## config.mk

```make
export PLATFORM = sky130hd
export DESIGN_NAME = ltl_report_collector
export DESIGN_NICKNAME = d
export VERILOG_FILES = /design/src/rtl/ltl_mon_pkg.sv /design/src/rtl/ltl_mon_fifo.sv /design/src/rtl/ltl_report_collector.sv
export SDC_FILE = /design/constraint.sdc
export NUM_CORES = 1
export LEC_CHECK = 0
export ABC_AREA = 1
export BUFFER_PORTS_ARGS = -buffer_cell sky130_fd_sc_hd__buf_2
export CORE_MARGIN = 2
export CORE_UTILIZATION = 60
export CTS_BUF_LIST = sky130_fd_sc_hd__clkbuf_16
export CTS_CLUSTER_DIAMETER = 80
export DETAILED_ROUTE_END_ITERATION = 8
export MAX_ROUTING_LAYER = met4
export PLACE_DENSITY = 0.84
export SLEW_MARGIN = 20
export SYNTH_ARGS = -nofsm -noshare
export SYNTH_HDL_FRONTEND = slang
export SYNTH_SLANG_ARGS = --single-unit
```

## constraint.sdc

```tcl
create_clock -name clk -period 4.4 [get_ports clk]
set_input_delay 0.44 -clock clk [delete_from_list [all_inputs] [get_ports clk]]
set_output_delay 0.44 -clock clk [all_outputs]
set_load 0.02 [all_outputs]
```

## src/rtl/ltl_mon_pkg.sv

```systemverilog
// Shared definitions for the LTL monitor report path: default widths and the
// packed layout of a timestamped report entry.
package ltl_mon_pkg;

    localparam int MON_NUM_REPORTS = 4;
    localparam int MON_TS_W        = 32;

    typedef struct packed {
        logic [MON_TS_W-1:0]        ts;
        logic [MON_NUM_REPORTS-1:0] rpt;
    } mon_report_entry_t;

endpackage

```

## src/rtl/ltl_mon_fifo.sv

```systemverilog
// Generic synchronous first-word-fall-through FIFO. The head entry is always
// visible on dout; full/empty are derived from the occupancy counter.
module ltl_mon_fifo #(
    parameter int WIDTH = 8,
    parameter int DEPTH = 8
) (
    input  logic                     clk,
    input  logic                     reset,
    input  logic                     push,
    input  logic [WIDTH-1:0]         din,
    input  logic                     pop,
    output logic [WIDTH-1:0]         dout,
    output logic                     full,
    output logic                     empty,
    output logic [$clog2(DEPTH):0]   count
);

    localparam int PTR_W = $clog2(DEPTH);
    localparam int CNT_W = PTR_W + 1;

    logic [WIDTH-1:0] mem [DEPTH];
    logic [PTR_W-1:0] wr_ptr;
    logic [PTR_W-1:0] rd_ptr;
    logic [CNT_W-1:0] cnt;
    logic             do_push;
    logic             do_pop;

    assign full  = (cnt == CNT_W'(DEPTH));
    assign empty = (cnt == '0);
    assign count = cnt;
    assign dout  = mem[rd_ptr];

    // When full, a push is only taken alongside a pop; the write lands in the
    // slot being vacated, whose old contents are already on dout this cycle.
    always_comb begin
        do_pop  = pop && !empty;
        do_push = push && (!full || do_pop);
    end

    always_ff @(posedge clk) begin
        if (reset) begin
            wr_ptr <= '0;
            rd_ptr <= '0;
            cnt    <= '0;
        end else begin
            if (do_push) begin
                wr_ptr <= wr_ptr + PTR_W'(1);
            end
            if (do_pop) begin
                rd_ptr <= rd_ptr + PTR_W'(1);
            end
            case ({do_push, do_pop})
                2'b10:   cnt <= cnt + CNT_W'(1);
                2'b01:   cnt <= cnt - CNT_W'(1);
                default: cnt <= cnt;
            endcase
        end
    end

    always_ff @(posedge clk) begin
        if (do_push) begin
            mem[wr_ptr] <= din;
        end
    end

endmodule

```

## src/rtl/ltl_report_collector.sv

```systemverilog
// Timestamps automaton report activity, buffers it in a FWFT FIFO for the
// trace/CSR side, and keeps sticky status, overflow, drop count and irq.
module ltl_report_collector
    import ltl_mon_pkg::*;
#(
    parameter int NUM_REPORTS = MON_NUM_REPORTS,
    parameter int DEPTH       = 8,
    parameter int TS_W        = MON_TS_W,
    parameter int DROP_W      = 16
) (
    input  logic                     clk,
    input  logic                     reset,
    input  logic                     run,
    input  logic [NUM_REPORTS-1:0]   report,
    input  logic                     clear_sticky,
    output logic                     out_valid,
    input  logic                     out_ready,
    output logic [NUM_REPORTS-1:0]   out_report,
    output logic [TS_W-1:0]          out_ts,
    output logic [$clog2(DEPTH):0]   occupancy,
    output logic [NUM_REPORTS-1:0]   sticky,
    output logic                     overflow,
    output logic [DROP_W-1:0]        drop_count,
    output logic                     irq
);

    localparam int ENTRY_W = NUM_REPORTS + TS_W;

    logic [TS_W-1:0]        ts_cnt;
    logic [ENTRY_W-1:0]     fifo_din;
    logic [ENTRY_W-1:0]     fifo_dout;
    logic                   fifo_full;
    logic                   fifo_empty;
    logic                   push_req;
    logic                   pop;
    logic                   drop;
    logic [NUM_REPORTS-1:0] seen;

    always_comb begin
        push_req = run && (|report);
        pop      = out_valid && out_ready;
        drop     = push_req && fifo_full && !pop;
        seen     = run ? report : '0;
        fifo_din = {report, ts_cnt};
    end

    ltl_mon_fifo #(
        .WIDTH (ENTRY_W),
        .DEPTH (DEPTH)
    ) u_fifo (
        .clk   (clk),
        .reset (reset),
        .push  (push_req),
        .din   (fifo_din),
        .pop   (pop),
        .dout  (fifo_dout),
        .full  (fifo_full),
        .empty (fifo_empty),
        .count (occupancy)
    );

    assign out_valid  = !fifo_empty;
    assign out_report = out_valid ? fifo_dout[ENTRY_W-1:TS_W] : '0;
    assign out_ts     = out_valid ? fifo_dout[TS_W-1:0] : '0;
    assign irq        = (|sticky) || overflow;

    always_ff @(posedge clk) begin
        if (reset) begin
            ts_cnt <= '0;
        end else if (run) begin
            ts_cnt <= ts_cnt + TS_W'(1);
        end
    end

    // Same-cycle events take priority over clear_sticky: a clear restarts the
    // status from whatever happened in that cycle rather than from zero.
    always_ff @(posedge clk) begin
        if (reset) begin
            sticky     <= '0;
            overflow   <= 1'b0;
            drop_count <= '0;
        end else if (clear_sticky) begin
            sticky     <= seen;
            overflow   <= drop;
            drop_count <= drop ? DROP_W'(1) : '0;
        end else begin
            sticky   <= sticky | seen;
            overflow <= overflow | drop;
            if (drop && (drop_count != '1)) begin
                drop_count <= drop_count + DROP_W'(1);
            end
        end
    end

endmodule

```

Yosys cells after proc, flatten, opt, wreduce, memory -nomap -nowiden. Memories as Yosys holds them, arrays and structs flattened. A register that Yosys moved wholly into a read port is not among the register bits. Index checks and enable logic that the tools add are counted. Widths: inputs -> output; s select.

Register bits after elaboration: 63. Bits in latches: 0. RAM bits: 288. Bits in read-only memories: 0. Bits of input ports: 9. Word-level logic and storage cells: 50. Memories kept: 1.

$add $sub $neg: 6. Multipliers: 0. Divide/modulo/power cells: 0. $lt $le $gt $ge: 0. Equality and inequality tests: 4. Shift-type cells: 0. Muxes and demuxes: 13. Bitwise operators: 2. Reduce and logical (&&, ||, !) cells: 17.

Memories: u_fifo.mem (words 8, bits a word 36, read ports 1, clocked after memory_dff 1, write ports 1, RTL line ltl_mon_fifo.sv:21) `logic [WIDTH-1:0] mem [DEPTH];`.

Operator list (count): $add 32x1->32 const B (1); $mux 16 (2); $mux 32 (1); $add 16x1->16 const B (1); $ne 16x16->1 const B (1); $mux 4 (3); $pmux 4 s2 (1); $reduce_or 4->1 (2); $logic_and 1x1->1 (7); $add 3x1->3 const B (2); $mux 3 (2); $add 4x1->4 const B (1); $eq 4x4->1 const B (1); $logic_not 4->1 (1); $mux 1 (4); $or 4x4->4 (1); $reduce_bool 2->1 (2); $sub 4x1->4 const B (1); $logic_not 1->1 (3); $eq 2x1->1 const B (1); $eq 2x2->1 const B (1); $logic_or 1x1->1 (2); $or 1x1->1 (1).

Logic depth before layout (Yosys ltp).
Depth in word-level cells: 8. Gate-level depth with buffers: 13. Mapped depth without buffers: 13.

Cells and area by module. From an unflattened synthesis, not the netlist that was laid out.

Cells, all modules: 1355. Area, all modules: 15013.1 um^2.

By module, submodules not included: ltl_mon_fifo (times used 1, cells each 829, area an instance 11853.9 um^2, seq. area each 8908.5 um^2); ltl_report_collector (times used 1, cells each 526, area an instance 3159.3 um^2, seq. area each 1061.0 um^2).

Least setup slack after synthesis. OpenSTA, ideal clock, no wires.

Path kind: reg2reg. Start: register u_fifo.cnt[0] (netlist: u_fifo.count[0]). End: memory u_fifo.mem[1][0] (netlist name), enable pin. Setup time: 0.429 ns. Data arrival time: 2.773 ns. Data required time: 3.971 ns. Path slack: 1.198 ns. Cell stages (with the launch flop): 9. Path buffers: 0. Clock period less this slack: 3.202 ns. Path through: dfxtp_1 -> nor2_4 -> nand2_2 -> nor2_2 -> nor2_1 -> inv_1 -> nor2_1 -> inv_1 -> nor2_1.

Longest elaborated chain between the ends: 8.

Ends and longest elaborated chain: start, declared (RTL line ltl_mon_fifo.sv:24) `logic [CNT_W-1:0] cnt;`; start signal, assigned (RTL line ltl_mon_fifo.sv:53) `2'b10: cnt <= cnt + CNT_W'(1);`; start signal, assigned (RTL line ltl_mon_fifo.sv:54) `2'b01: cnt <= cnt - CNT_W'(1);`; start signal, assigned (RTL line ltl_mon_fifo.sv:55) `default: cnt <= cnt;`; $logic_not 4->1 (RTL line ltl_mon_fifo.sv:29) `assign empty = (cnt == '0);`; $logic_not 1->1 (RTL line ltl_mon_fifo.sv:36, ltl_report_collector.sv:62); $logic_and 1x1->1 (RTL line ltl_report_collector.sv:41) `pop = out_valid && out_ready;`; $logic_and 1x1->1 (RTL line ltl_mon_fifo.sv:36) `do_pop = pop && !empty;`; $logic_or 1x1->1 (*) (RTL line ltl_mon_fifo.sv:37) `do_push = push && (!full || do_pop);`; $logic_and 1x1->1 (*) (RTL line ltl_mon_fifo.sv:37); $mux 1 (*) (RTL line ltl_mon_fifo.sv:61) `if (do_push) begin`; $mux 1 (implied by the code) (*) (RTL line ltl_mon_fifo.sv:62) `mem[wr_ptr] <= din;`; end, declared (RTL line ltl_mon_fifo.sv:21).

Every way passes the cells marked *; elsewhere a longest branch is shown, timed or not.

==> metrics.txt <==
status finished, final reports clean; residual DRC count 0; met1 GRT Util 35.9%; Slew Limit Fails 0; CTS HTree Levels 2; final hold vios 0; setup TNS 0 ns; WS Path Type flop to output port; final setup violation count 0; most common cell in the netlist nor2_1; clock buffers created by TritonCTS 36; gr usage total 27.8%; top-area cell type share of the netlist area just under 60%; CTS tree done; Min-Delay Path Depth 1; deepest clock path buffer count 3; Core Footprint 23,600 um^2; met2 usage between 40% and 50%; final core occ slightly below 70%; global route hottest layer met2; Syn Nets between 1,000 and 1,500; Filler Cell Count 1,563; num rows 56; vias post-DR 10,700; synth top area cells edfxtp_1 (60%), dfxtp_1 (9.1%), nor2_1 (7.9%); port bufs 71; largest net degree at the start of global routing approximately 120; CP max FO 120; CP Capture Type output port; layout cells sized above 1 about 12%; Clock transition at path regs 0.06 ns; Synth top cells by count nor2_1 (305), edfxtp_1 (288), o21ai_0 (192); cell taking the most area after synthesis edfxtp_1; synth warn 0; Max VDD drop 301 uV; setup repair bufs after CTS 0; PwrDens 502 nW/um^2; DRT iter0 DRCs roughly 1,300; number of flops mapped to enable cells by yosys 288; NumNets Final 1,409; Worst-Margin Slew roughly 1.1 ns; grt met3 use 5.76%; Syn Area/Cell 10.9 um^2; post-synthesis sequential area ratio between 60% and 70%; HP Class primary input to flop; final cycle utilization of the critical path 81.6%; Area Overhead vs Synth 13.3%; Tmin final 3.59 ns; hold_buf cts 0; Num Clock Sinks 354; Register-to-Register Path Depth 9; Max-slew headroom 29.1%; n_diodes 0; Routed WL per cell 20.1 um; vias in the first global route 10,300; starting density of the core 61.4%; Worst Slack Setup Final about 0.8 ns; RSZ-0062 raised after global routing false; I/O pin cnt 72; Placed Cells 1,676; register area 9970 um^2; multi-input logic area between 4000 and 5000 um^2; async set or reset register ratio after synthesis 0%; ys flop type edfxtp_1; grt ovf 0; gp weighted congestion around 0.88; Fin Hold WS 0.261 ns; DRT Pass-1 Iters 6; Clock Latency Late Sink 0.52 ns; Root Buffer clkbuf_16; CP startpoint kind flop; Achievable Freq 0.278 GHz; Final Skew 0.0129 ns; Data arrival, critical path 3.15 ns; Worst EP required 3.96 ns; Static Leak 5.77 nW; first-pass GRT wire length 54.4 mm; area of the mapped netlist 14,500 um^2; DPL Wire Length 19.4 mm; post_cts resized 0; Place WS roughly 1.2 ns; WL final 34.9 mm; Unique masters post-synth 36; DIE HEIGHT about 160 um; routed vias/inst ~6.1; initial antenna violation count 0; die width 159 um; final antenna-violating net count 0; max_cap viols 0; Synth Instances 1,332; die area 25,400 um^2; flip-flop and latch count after synthesis about 350; Final Non-Filler Cells 1,741
placed cells by master (no fill, tap or decap), types with 3 or more instances in the layout:
master / count
xnor2_1: 3
nor3_1: 14
nor2_4: 10
inv_1: 65
clkinv_1: 7
dfxtp_1: 64
nand4_1: 14
nand2_2: 5
o21a_1: 3
nor2_1: 297
ha_1: 5
nor3_2: 3
inv_2: 3
o22ai_1: 36
nand2_1: 117
buf_2: 71
buf_4: 15
a31oi_1: 37
buf_12: 3
nand3_1: 38
nor2_2: 4
a21oi_1: 38
o21ai_1: 14
xor2_1: 6
clkinv_2: 7
clkbuf_16: 41
o21ai_0: 192
edfxtp_1: 288
report_power, final:
group	internal (mW)	switching, mW
combinational	0.412	1.03
clock	1.80	1.25
sequential	3.68	0.0774
total	5.89	2.35
critical path, cell delays in order (launching register included):
cell and delay [ns]:
dfxtp_4 0.72, clkinv_2 0.47, buf_12 0.36, o21ai_0 0.22
o22ai_1 0.09, o21ai_0 0.24, a31oi_1 0.17, buf_2 0.29
path summary, 6_finish.rpt:
check	startpoint	endpoint	slack, ns
worst min register to register	u_fifo.rd_ptr[2]$_SDFFE_PP0P_	u_fifo.rd_ptr[2]$_SDFFE_PP0P_	0.47
worst max-delay path	flop	out_ts[19]	0.81
worst max register to register	u_fifo.count[1]$_SDFFE_PP0P_	u_fifo.mem[3][3]$_DFFE_PP_	1.62
worst min-delay path	report[0]	u_fifo.mem[7][32]$_DFFE_PP_	0.26
kinds of logic (layout without fill, tap and decap cells):
family          Yosys count  in the layout  synth area share, %
fa+ha+maj                 5              5                0.431
flops                   354            354                 68.7
simple gates            507            507                 14.5
buf+inv                 129            219                 3.55
xor+xnor                  9              9                0.543
compound gates          328            328                 12.2
routing by layer:
layer	routed length [um]	share of wire (%)
met3	3650	10
met1	13300	38
met2	16900	48
met5	0	0
met4	1040	3.0
per-stage QoR:
step                      total power, mW  instance area (um^2)
final                                8.25                 16400
after detailed placement             5.23                 15200
after global routing                 8.53                 16400
after CTS                            8.25                 16400
after floorplan                      4.77                 14500
after global placement               5.18                 15200
sequential cells by signal, summed over array words and instances, names as in the netlist, named ones only:
signal         count
overflow           1
drop_count        16
u_fifo.mem       288
u_fifo.count       4
ts_cnt            32
sticky             4
u_fifo.rd_ptr      3
u_fifo.wr_ptr      3
layout make-up:
| type | count | area share (%) |
|---|---|---|
| sequential | 354 | 60.7 |
| multi-input combinational | 849 | 24.8 |
| clock buffer | 41 | 6.24 |
| timing repair buffer | 89 | 3.21 |
| tap | 319 | 2.43 |
| inverter | 65 | 1.49 |
| clock inverter | 24 | 1.13 |
Power figures use the tool's default switching activity.
